## src/rtl/slave_arbitrate_interface_ddr2fifo_pkg.sv

```systemverilog
`default_nettype none
// +------------------------------------------------------------------+
// | slave_arbitrate_interface_ddr2fifo_pkg                           |
// | Shared slave FSM encoding and DDR slave address field widths.    |
// | Rev 1.0                                                          |
// +------------------------------------------------------------------+
package slave_arbitrate_interface_ddr2fifo_pkg;

  localparam int unsigned C_BANK_W  = 2;
  localparam int unsigned C_PARAM_W = 1;
  localparam int unsigned C_SLAVE_W = 4;
  localparam int unsigned C_ADDR_W  = 18;
  localparam int unsigned C_RADDR_W = C_BANK_W + C_PARAM_W + C_SLAVE_W + C_ADDR_W;

  typedef logic [1:0] slave_state_t;

  localparam slave_state_t C_ST_IDLE  = 2'd0;
  localparam slave_state_t C_ST_FILL  = 2'd1;
  localparam slave_state_t C_ST_REQ   = 2'd2;
  localparam slave_state_t C_ST_BURST = 2'd3;

endpackage
`default_nettype wire

```

## src/rtl/slave_arbitrate_interface_ddr2fifo.sv

```systemverilog
`default_nettype none
// +------------------------------------------------------------------+
// | slave_arbitrate_interface_ddr2fifo                               |
// | Read-side arbiter slave: streams one DDR frame into the tx FIFO. |
// | Rev 1.0                                                          |
// +------------------------------------------------------------------+
module slave_arbitrate_interface_ddr2fifo
  import slave_arbitrate_interface_ddr2fifo_pkg::*;
#(
  parameter logic [3:0]  SLAVE_NUMBER = 4'b0000,
  parameter logic        PARAM_BIT    = 1'b0,
  parameter logic [17:0] MAXADDR      = 18'd245_760,
  parameter logic [9:0]  BURST_LEN    = 10'd256,
  parameter logic [10:0] FIFO_DEPTH   = 11'd1024
) (
  input  logic                 ddr_clk,
  input  logic                 sys_rstn,
  input  logic                 frame_start,
  input  logic [C_BANK_W-1:0]  slave_wrbank,
  input  logic [10:0]          fifo_wr_len,
  input  logic                 fifo_full_flag,
  output logic                 slave_req,
  input  logic                 arbitrate_valid,
  output logic [C_RADDR_W-1:0] slave_raddr,
  output logic [9:0]           slave_rburst_len,
  output logic                 slave_frame_finished,
  output logic                 frame_overrun_error,
  output logic                 fifo_overflow_error
);

  localparam logic [10:0] C_FILL_LIMIT = FIFO_DEPTH - 11'(BURST_LEN);

  slave_state_t          r_state;
  slave_state_t          w_state_nxt;
  logic                  r_valid_d;
  logic                  r_req;
  logic [C_BANK_W-1:0]   r_rdbank;
  logic [C_ADDR_W-1:0]   r_addr;
  logic [9:0]            r_burst_len;
  logic                  r_finished;
  logic                  r_overrun;
  logic                  r_overflow;

  logic                  w_valid_fall;
  logic [C_ADDR_W-1:0]   w_addr_sum;
  logic                  w_frame_load;
  logic                  w_advance;
  logic                  w_frame_done;
  logic                  w_overrun_nxt;
  logic                  w_overflow_nxt;

  assign w_valid_fall = r_valid_d & ~arbitrate_valid;
  assign w_addr_sum   = r_addr + C_ADDR_W'(BURST_LEN);

  always_ff @(posedge ddr_clk or negedge sys_rstn) begin
    if (!sys_rstn) r_state <= C_ST_IDLE;
    else           r_state <= w_state_nxt;
  end

  always_comb begin
    w_state_nxt = r_state;
    case (r_state)
      C_ST_IDLE:  if (frame_start) w_state_nxt = C_ST_FILL;
      C_ST_FILL:  if (fifo_wr_len <= C_FILL_LIMIT) w_state_nxt = C_ST_REQ;
      C_ST_REQ:   if (arbitrate_valid) w_state_nxt = C_ST_BURST;
      C_ST_BURST: if (w_valid_fall)
                    w_state_nxt = (w_addr_sum == MAXADDR) ? C_ST_IDLE : C_ST_FILL;
      default:    w_state_nxt = C_ST_IDLE;
    endcase
  end

  always_comb begin
    w_frame_load   = (r_state == C_ST_IDLE) && frame_start;
    w_advance      = (r_state == C_ST_BURST) && w_valid_fall;
    w_frame_done   = w_advance && (w_addr_sum == MAXADDR);
    w_overrun_nxt  = (r_state != C_ST_IDLE) && frame_start;
    w_overflow_nxt = (r_state == C_ST_BURST) && fifo_full_flag;
  end

  // Bank and address only move on frame load or completed burst; request tracks REQ state.
  always_ff @(posedge ddr_clk or negedge sys_rstn) begin
    if (!sys_rstn) begin
      r_valid_d   <= 1'b0;
      r_req       <= 1'b0;
      r_rdbank    <= '0;
      r_addr      <= '0;
      r_burst_len <= '0;
      r_finished  <= 1'b0;
      r_overrun   <= 1'b0;
      r_overflow  <= 1'b0;
    end else begin
      r_valid_d   <= arbitrate_valid;
      r_req       <= (w_state_nxt == C_ST_REQ);
      r_burst_len <= BURST_LEN;
      r_overrun   <= w_overrun_nxt;
      r_overflow  <= w_overflow_nxt;
      if (w_frame_load) begin
        r_rdbank   <= slave_wrbank - 2'd1;
        r_addr     <= '0;
        r_finished <= 1'b0;
      end else if (w_frame_done) begin
        r_addr     <= '0;
        r_finished <= 1'b1;
      end else if (w_advance) begin
        r_addr     <= w_addr_sum;
      end
    end
  end

  assign slave_req            = r_req;
  assign slave_raddr          = {r_rdbank, PARAM_BIT, SLAVE_NUMBER, r_addr};
  assign slave_rburst_len     = r_burst_len;
  assign slave_frame_finished = r_finished;
  assign frame_overrun_error  = r_overrun;
  assign fifo_overflow_error  = r_overflow;

endmodule
`default_nettype wire

```

## config.mk

```make
export PLATFORM = sky130hd
export DESIGN_NAME = slave_arbitrate_interface_ddr2fifo
export DESIGN_NICKNAME = d
export VERILOG_FILES = /design/src/rtl/slave_arbitrate_interface_ddr2fifo_pkg.sv /design/src/rtl/slave_arbitrate_interface_ddr2fifo.sv
export SDC_FILE = /design/constraint.sdc
export NUM_CORES = 1
export LEC_CHECK = 0
export ABC_AREA = 0
export BUFFER_PORTS_ARGS = -buffer_cell sky130_fd_sc_hd__buf_2
export CAP_MARGIN = 20
export CELL_PAD_IN_SITES_DETAIL_PLACEMENT = 1
export CELL_PAD_IN_SITES_GLOBAL_PLACEMENT = 2
export CORE_MARGIN = 5
export CORE_UTILIZATION = 27
export DETAILED_ROUTE_END_ITERATION = 6
export GPL_TIMING_DRIVEN = 0
export PLACE_DENSITY = 0.85
export SYNTH_ARGS = -nofsm -noshare
export SYNTH_HDL_FRONTEND = slang
export SYNTH_SLANG_ARGS = --single-unit
```

## constraint.sdc

```tcl
create_clock -name ddr_clk -period 2.5 [get_ports ddr_clk]
set_clock_uncertainty 0.1 [all_clocks]
set_input_delay 0.5 -clock ddr_clk [delete_from_list [all_inputs] [get_ports ddr_clk]]
set_output_delay 0.5 -clock ddr_clk [all_outputs]
set_load 0.005 [all_outputs]
```

==> flow_metrics.tcl <==
set metrics [dict create \
    drc_errors 0 \
    rows 25 \
    async_reset_ff_frac 1.00 \
    setup_viol 0 \
    synth_top_area_frac 0.372 \
    cp_num_buf_inv 1 \
    ys_seq_elements 20 \
    synthFlopType "dfrtp_1" \
    drt_iter0_drc 49 \
    crit_arrival_ps 2430 \
    cts_setup_buffers 0 \
    worstMarginPinSlew_ps 514 \
    p_per_area_nw_per_um2 824 \
    num-fill-cells 608 \
    n_antenna_cell 0 \
    syn_area_um2 1340 \
    criticalPathCategory "reg2reg" \
    wl_per_cell_um 12.4 \
    cts_made_buffers 3 \
    drive_above_1_share 0.353 \
    final_common_cell "buf_2" \
    synth_edf_count 0 \
    die_w_um 80.5 \
    layout_common_cells "buf_2 (34), conb_1 (23), buf_4 (22)" \
    stdcell_count 274 \
    vias_per_cell 4.46 \
    hp-class "in2async" \
    pin_count 57 \
    drv_slew 0 \
    placedCellCount 270 \
    p_leak_nw 0.908 \
    grt_pass1_wl_mm 5.66 \
    cts_tree "done" \
    synth_cell_types 39 \
    layout_min_cycle_time_ps 2340 \
    finalCritPeriodShare 0.934 \
    gp_congestion 0.825 \
    cp-start-kind "flop" \
    die_h_um 80.5 \
    power_mw 1.44 \
    area_delta_synth_final_pct 30.1 \
    nets 228 \
    critPathSlowestCell "dfrtp_1" \
    avgSynthCellArea_um2 9.08 \
    ir_drop_v 0.000278 \
    hold_violations 0 \
    htree_levels 1 \
    rsz0062_at_grt "false" \
    tns_ps 0 \
    clock_sinks 20 \
    cts_hold_buffers 0 \
    first_pass_iters 4 \
    vias 1221 \
    multi_input_area_um2 663 \
    fmax_mhz 428 \
    grtUsageTotal 0.111 \
    dp_hpwl_mm 2.67 \
    yosys_warnings 0 \
    cp-end-kind "flop" \
    status "complete, no violations" \
    grt_max_degree 21 \
    crit_path_max_incr_delay_ps 480 \
    port_buffers 34 \
    synth_area_leader_cell "dfrtp_1" \
    worstPathMaxFanout 10 \
    path_cells "ha_1 -> clkbuf_8 -> and3b_1 -> o21ai_0 -> a31oi_2 -> o211ai_2 -> or4b_1 -> o21ai_1" \
    grt_overflow 0 \
    clkTransAtPathRegs_ps 80 \
    grt_pass1_vias 1270 \
    maxCapViolations 0 \
    synth_area_leaders "dfrtp_1 (37%), buf_4 (12%), nand2_1 (3.9%)" \
    dieArea_um2 6490 \
    path_delay_family "simple AND/OR/NAND/NOR gates" \
    drt-total-wl_mm 3.41 \
    clk_latency_ps 270 \
    ant_nets 0 \
    clock_path_buffers 2 \
    final-seq-area_um2 500 \
    required_ps 2590 \
    coreArea_um2 4790 \
    cts.repair.resized 0 \
    ctsRootBufferMaster "clkbuf_8" \
    maxSlewHeadroom 0.656 \
    start_util 0.281 \
    postSynthCellCount 148 \
    ys_seq_area_frac 0.372 \
    antenna_found_initial 0 \
    final_util 0.365 \
]
stage by stage:
step                hold WS [ps]  area (µm²)  setup slack (ps)
finish                      76.3        1750               165
global route                 107        1750              84.8
CTS                         92.3        1750               175
detailed placement           369        1680               226
global placement             361        1680               205
floorplan                    104        1420               425
power by group:
| part | total [mW] | internal, mW | switching, mW |
|---|---|---|---|
| clock | 0.332 | 0.214 | 0.118 |
| combinational | 0.549 | 0.257 | 0.293 |
| sequential | 0.559 | 0.428 | 0.131 |
| total | 1.44 | 0.899 | 0.541 |
cells by family (layout without fill, tap and decap cells):
logic type	after synthesis	after routing	share of synthesized area
xor gates and xnor gates	4	4	0.0261
adders and majority gates	2	2	0.0186
and+or+nand+nor	58	58	0.246
AOI/OAI and AO/OA	26	26	0.131
other	2	23	0.00559
buffers and inverters	35	73	0.193
DFF	20	20	0.372
muxes	1	1	0.00745
worst paths after layout:
path / endpoint / start / cells after the start / slack [ps]
max reg2reg: r_addr[16]$_DFFE_PN0P_ / r_addr[8]$_DFFE_PN0P_ / 8 / 160
max: r_addr[16]$_DFFE_PN0P_ / r_addr[8]$_DFFE_PN0P_ / 8 / 160
min: r_addr[14]$_DFFE_PN0P_ / sys_rstn / 1 / 80
max in group asynchronous: r_valid_d$_DFF_PN0_ / sys_rstn / 1 / 1900
min reg2reg: r_rdbank[1]$_DFFE_PN0P_ / r_rdbank[1]$_DFFE_PN0P_ / 2 / 380
min in group ddr_clk: r_valid_d$_DFF_PN0_ / arbitrate_valid / 1 / 310
cell type report:
class,instances,area share
tap,67,0.0480
sequential,20,0.286
multi-input combinational,114,0.379
inverter,7,0.0150
timing repair buffer,34,0.0974
clock buffer,3,0.0236
clock inverter,1,0.0172
buffer,28,0.133
state kept, by name, indices dropped and copies added, names as in the netlist:
name	flops
r_addr	10
r_rdbank	2
r_state	2
fifo_overflow_error	1
frame_overrun_error	1
r_valid_d	1
slave_frame_finished	1
slave_rburst_len	1
slave_req	1
routing by layer:
layer,up-vias,track usage,part of all wire
li1,590,-,-
met1,583,0.140,0.45
met2,43,0.181,0.47
met3,5,0.0213,0.063
met4,0,0.0507,0.018
met5,-,0,0
worst register-to-register path, cell delays in order, from the launching register on:
cell and delay (ps):
dfrtp_1 480, ha_1 250, clkbuf_8 160, and3b_1 170, o21ai_0 220, a31oi_2 160, o211ai_2 170, or4b_1 470
o21ai_1 80
cell usage after synthesis (3+ instances only):
library cell,count
dfrtp_1,20
a31oi_1,5
nor3_1,4
nand3_1,8
buf_4,22
inv_1,7
nand4b_1,3
xor2_1,3
o21ai_1,3
nor2_1,9
nand4_1,3
a21oi_1,4
clkbuf_8,3
nand2_1,14
o21ai_0,8
Power figures use the tool's default switching activity.
